## src/rtl/delay_pkg.sv

```systemverilog
// Shared constants and helpers for the delay_invert_bank family.
// Mode encodings and the inertial counter width function.
package delay_pkg;

   localparam int unsigned MODE_TRANSPORT = 0;
   localparam int unsigned MODE_INERTIAL  = 1;

   // Counter must hold 0..DELAY.
   function automatic int unsigned cnt_width(input int unsigned delay);
      return (delay < 1) ? 1 : $clog2(delay + 1);
   endfunction

endpackage

```

## src/rtl/delay_invert_bank_if.sv

```systemverilog
// Channel bus for delay_invert_bank: enable, inputs, delayed outputs and glitch flags.
// The master drives en/in; the slave (the bank) drives out/glitch.
interface delay_invert_bank_if #(
   parameter int unsigned WIDTH = 8
);

   logic             en;
   logic [WIDTH-1:0] in;
   logic [WIDTH-1:0] out;
   logic [WIDTH-1:0] glitch;

   modport master (
      output en,
      output in,
      input  out,
      input  glitch
   );

   modport slave (
      input  en,
      input  in,
      output out,
      output glitch
   );

endinterface

```

## src/rtl/delay_invert_chan.sv

```systemverilog
// Single delay channel: a DELAY-stage shift register (transport) or a
// run-length counter that filters short pulses (inertial).
module delay_invert_chan
   import delay_pkg::*;
#(
   parameter int unsigned DELAY    = 26,
   parameter int unsigned INVERT   = 1,
   parameter int unsigned INERTIAL = MODE_TRANSPORT
) (
   input  logic clk,
   input  logic rst,
   input  logic en_i,
   input  logic in_i,
   output logic out_o,
   output logic glitch_o
);

   logic t;
   assign t = in_i ^ 1'(INVERT);

   if (INERTIAL == MODE_INERTIAL) begin : gen_inertial
      localparam int unsigned CntW = cnt_width(DELAY);

      logic [CntW-1:0] cnt_q, cnt_d;
      logic            out_q, out_d;
      logic            glitch_q, glitch_d;

      always_comb begin
         cnt_d    = cnt_q;
         out_d    = out_q;
         glitch_d = 1'b0;
         if (en_i) begin
            if (t == out_q) begin
               // Sample returned to the settled level before the run completed.
               glitch_d = (cnt_q != '0);
               cnt_d    = '0;
            end else if (cnt_q == CntW'(DELAY - 1)) begin
               out_d = t;
               cnt_d = '0;
            end else begin
               cnt_d = cnt_q + CntW'(1);
            end
         end
      end

      always_ff @(posedge clk) begin
         if (rst) begin
            cnt_q    <= '0;
            out_q    <= 1'(INVERT);
            glitch_q <= 1'b0;
         end else begin
            cnt_q    <= cnt_d;
            out_q    <= out_d;
            glitch_q <= glitch_d;
         end
      end

      assign out_o    = out_q;
      assign glitch_o = glitch_q;

   end else begin : gen_transport
      logic [DELAY-1:0] sr_q, sr_d;

      if (DELAY == 1) begin : gen_single
         assign sr_d = en_i ? t : sr_q;
      end else begin : gen_chain
         // The last stage doubles as the output register.
         assign sr_d = en_i ? {sr_q[DELAY-2:0], t} : sr_q;
      end

      always_ff @(posedge clk) begin
         if (rst) begin
            sr_q <= {DELAY{1'(INVERT)}};
         end else begin
            sr_q <= sr_d;
         end
      end

      assign out_o    = sr_q[DELAY-1];
      assign glitch_o = 1'b0;
   end

endmodule

```

## src/rtl/delay_invert_bank.sv

```systemverilog
// Multi-channel cycle-counted inverting/buffering delay element.
// WIDTH independent channels sharing clock, reset and enable.
module delay_invert_bank
   import delay_pkg::*;
#(
   parameter int unsigned WIDTH    = 8,
   parameter int unsigned DELAY    = 26,
   parameter int unsigned INVERT   = 1,
   parameter int unsigned INERTIAL = MODE_TRANSPORT
) (
   input logic                clk,
   input logic                rst,
   delay_invert_bank_if.slave bus
);

   logic [WIDTH-1:0] out_w;
   logic [WIDTH-1:0] glitch_w;

   for (genvar c = 0; c < WIDTH; c++) begin : gen_chan
      delay_invert_chan #(
         .DELAY    (DELAY),
         .INVERT   (INVERT),
         .INERTIAL (INERTIAL)
      ) u_chan (
         .clk      (clk),
         .rst      (rst),
         .en_i     (bus.en),
         .in_i     (bus.in[c]),
         .out_o    (out_w[c]),
         .glitch_o (glitch_w[c])
      );
   end

   assign bus.out    = out_w;
   assign bus.glitch = glitch_w;

endmodule

```

## src/flat_wrapper.sv

```systemverilog
// flat-port wrapper written by rule: the top's interface ports become plain ports
module delay_invert_bank_flat import delay_pkg::*;
#(
   parameter int unsigned WIDTH    = 8,
   parameter int unsigned DELAY    = 26,
   parameter int unsigned INVERT   = 1,
   parameter int unsigned INERTIAL = MODE_TRANSPORT
)
  (clk, rst, bus_en, bus_in, bus_out, bus_glitch);
  delay_invert_bank_if #(.WIDTH(WIDTH)) bus_i ();
  input logic clk;
  input logic rst;
  input wire logic [$bits(bus_i.en)-1:0] bus_en;
  input wire logic [$bits(bus_i.in)-1:0] bus_in;
  output wire logic [$bits(bus_i.out)-1:0] bus_out;
  output wire logic [$bits(bus_i.glitch)-1:0] bus_glitch;
  assign bus_i.en = bus_en;
  assign bus_i.in = bus_in;
  assign bus_out = bus_i.out;
  assign bus_glitch = bus_i.glitch;
  delay_invert_bank #(.WIDTH(WIDTH), .DELAY(DELAY), .INVERT(INVERT), .INERTIAL(INERTIAL)) u_core (.clk(clk), .rst(rst), .bus(bus_i));
endmodule
```

## config.mk

```make
export PLATFORM = sky130hd
export DESIGN_NAME = delay_invert_bank_flat
export DESIGN_NICKNAME = d
export VERILOG_FILES = /design/src/rtl/delay_pkg.sv /design/src/rtl/delay_invert_bank_if.sv /design/src/rtl/delay_invert_chan.sv /design/src/rtl/delay_invert_bank.sv /design/src/flat_wrapper.sv
export SDC_FILE = /design/constraint.sdc
export NUM_CORES = 1
export LEC_CHECK = 0
export ABC_AREA = 1
export CORE_ASPECT_RATIO = 0.7
export CORE_MARGIN = 2
export CORE_UTILIZATION = 64
export DETAILED_ROUTE_END_ITERATION = 8
export PLACE_DENSITY = 0.88
export RECOVER_POWER = 50
export SLEW_MARGIN = 30
export SYNTH_ARGS = -nofsm -noshare
export SYNTH_HDL_FRONTEND = slang
export SYNTH_SLANG_ARGS = --single-unit
```

## constraint.sdc

```tcl
create_clock -name clk -period 3 [get_ports clk]
set_input_delay 0.9 -clock clk [delete_from_list [all_inputs] [get_ports clk]]
set_output_delay 0.9 -clock clk [all_outputs]
set_load 0.1 [all_outputs]
```

==> impl_metrics.env <==
export IMPL_status="finished, final reports clean"
export IMPL_largest_register="u_core.gen_chan.u_chan.gen_transport.sr_q"
export IMPL_ant_nets=0
export IMPL_htree_levels=1
export IMPL_largestRegisters="u_core.gen_chan.u_chan.gen_transport.sr_q: 208 flops"
export IMPL_nNetsFinal=905
export IMPL_via_per_inst=5.09
export IMPL_antennaDiodeCount=0
export IMPL_period_needed_ns=2.02
export IMPL_synth_edf_count=0
export IMPL_required_ns=2.10
export IMPL_grt_pass1_wl_um=20200
export IMPL_synth_cells=926
export IMPL_syn_cell_area_um2=7270
export IMPL_final_hold_violation_count=0
export IMPL_slew_viol_final=0
export IMPL_yosys_warnings=0
export IMPL_coreArea_um2=11100
export IMPL_cts_hold_buf=0
export IMPL_grt_overflow_total=0
export IMPL_gp_congestion=0.696
export IMPL_cp_start_kind="register"
export IMPL_synth_distinct_cells=9
export IMPL_p_leak_uw=0.00394
export IMPL_detail_route_iter0_violations=384
export IMPL_setup_violations_final=0
export IMPL_synth_area_leaders="dfxtp_1 57%, nand2_1 21%, nand3_1 14%"
export IMPL_irDropWorstVdd_mv=0.614
export IMPL_wl_um=11500
export IMPL_drt_pass1_iterations=4
export IMPL_grt_max_degree=209
export IMPL_post_cts_buffers=0
export IMPL_vias=5384
export IMPL_cp_top_family="flip-flops"
export IMPL_post_cts_resized=0
export IMPL_synth_common_cells="416 x nand2_1, 208 x dfxtp_1, 208 x nand3_1"
export IMPL_cp_end_kind="output pin"
export IMPL_rows=32
export IMPL_cp_max_fo=2
export IMPL_yosysSeqAreaShare_pct=57.3
export IMPL_power_density_nw_per_um2=753
export IMPL_drc=0
export IMPL_synthToLayoutAreaGrowth_pct=9.26
export IMPL_synth_top_area_cell="dfxtp_1"
export IMPL_port_buffers=18
export IMPL_synth_seq_cells=208
export IMPL_worstMarginPinSlew_ns=0.827
export IMPL_largest_register_ffs=208
export IMPL_max_cap_violations=0
export IMPL_avgSynthCellArea_um2=7.85
export IMPL_cts_tree="built"
export IMPL_drive_above_1_share_pct=4.97
export IMPL_cp_slowest_stage_delay_ns=0.34
export IMPL_hpwlAfterDp_um=5850
export IMPL_worstPathArrival_ns=1.12
export IMPL_cts_sinks=208
export IMPL_slew_headroom_pct=44.9
export IMPL_antenna_found_initial=0
export IMPL_tns_ns=0
export IMPL_grt_pass1_vias=4647
export IMPL_yosys_cell_count_top_type="nand2_1"
export IMPL_synth_top_area_share_pct=57.3
export IMPL_synth_ff_type="dfxtp_1"
export IMPL_criticalPathCategory="reg2out"
export IMPL_path_clk_slew_ns=0.07
export IMPL_post_drt_wl_per_cell_um=10.8
export IMPL_num_io_pins=27
export IMPL_rsz0062_at_grt="no"
export IMPL_hold_path_class="reg2reg"
export IMPL_fin_skew_ns=0.0182
export IMPL_cts_inserted_buffers=18
export IMPL_postPlaceCellArea_um2=7320
export IMPL_initial_core_util_pct=65.8
export IMPL_utilization_pct=71.9
export IMPL_grt_total_usage_pct=19.0
export IMPL_cts_buffer_depth=3
export IMPL_die_width_um=131
export IMPL_crit_buf_inv=1
export IMPL_die_h_um=93.2
export IMPL_postSynth_asyncResetShare_pct=0
export IMPL_max_freq_mhz=496
export IMPL_cts_root_buf="clkbuf_16"
export IMPL_fin_crit_sh_pct=67.2
export IMPL_dieArea_um2=12200
export IMPL_worst_path_max_delay_cell="dfxtp_1"
export IMPL_cp_cell_sequence="buf_4"
export IMPL_clkLatencyLatePin_ns=0.48
export IMPL_final_area_um2=7940
export IMPL_finalPower_uw=5980
[worst reg2reg max path, stage by stage (launching register included)]
cell and delay, ns:
dfxtp_1 0.37, nand2_1 0.09, nand3_1 0.13
[area by class of cell]
class                           count  area (um2)
Inverter                           10        47.5
Multi-Input combinational cell    632        2630
Clock buffer                       24         514
Timing Repair Buffer               24         282
Tap cell                          153         191
Sequential cell                   208        4160
Clock inverter                      7         113
Fill cell                         822        3110
[layer usage]
layer / track usage, % / up-vias / part of all wire [%]
met2: 31.8 / 67 / 45
met4: 4.89 / 0 / 1.5
met5: 0 / - / 0
met1: 25.4 / 2442 / 51
li1: - / 2859 / -
met3: 3.96 / 16 / 3.4
[per-stage QoR]
| step | setup WS (ns) | hold slack, ns | std cells |
|---|---|---|---|
| after floorplan | 1.37 | 0.429 | 933 |
| after global placement | 0.757 | 0.438 | 1027 |
| after detailed placement | 0.726 | 0.443 | 1027 |
| after CTS | 0.964 | 0.456 | 1058 |
| after global routing | 0.940 | 0.470 | 1058 |
| final | 0.984 | 0.453 | 1058 |
[placed cells by master, fill, tap and decap left out, drive strengths merged]
cell and n:
nand3 208, clkinvlp 1, inv 10, dfxtp 208, clkdlybuf4s50 8, bufinv 3
clkbuf 24, dlygate4sd3 1, buf 15, clkinv 3, conb 8, nand2 416
[cell families after synthesis]
family,synth area share [%]
simple gates,35.8
flops,57.3
buf+inv,6.88
other cells,0.0516
[final timing paths]
path / from / to / slack (ns) / cells after the start
worst max register to register: u_core.gen_chan[5].u_chan.gen_transport.sr_q[6]$_SDFFE_PP1P_ / u_core.gen_chan[5].u_chan.gen_transport.sr_q[7]$_SDFFE_PP1P_ / 2.34 / 2
worst min register to register: register / register / 0.45 / 2
worst min-delay path: register / register / 0.45 / 2
worst max-delay path: register / bus_out[4] / 0.98 / 1
[power by group]
part,switching [uW],leakage (uW),internal [uW]
clock network,966,0.000306,1470
registers,89.9,0.00173,2940
logic,350,0.00191,167
total,1410,0.00394,4570
(Power assumes the default switching activity.)
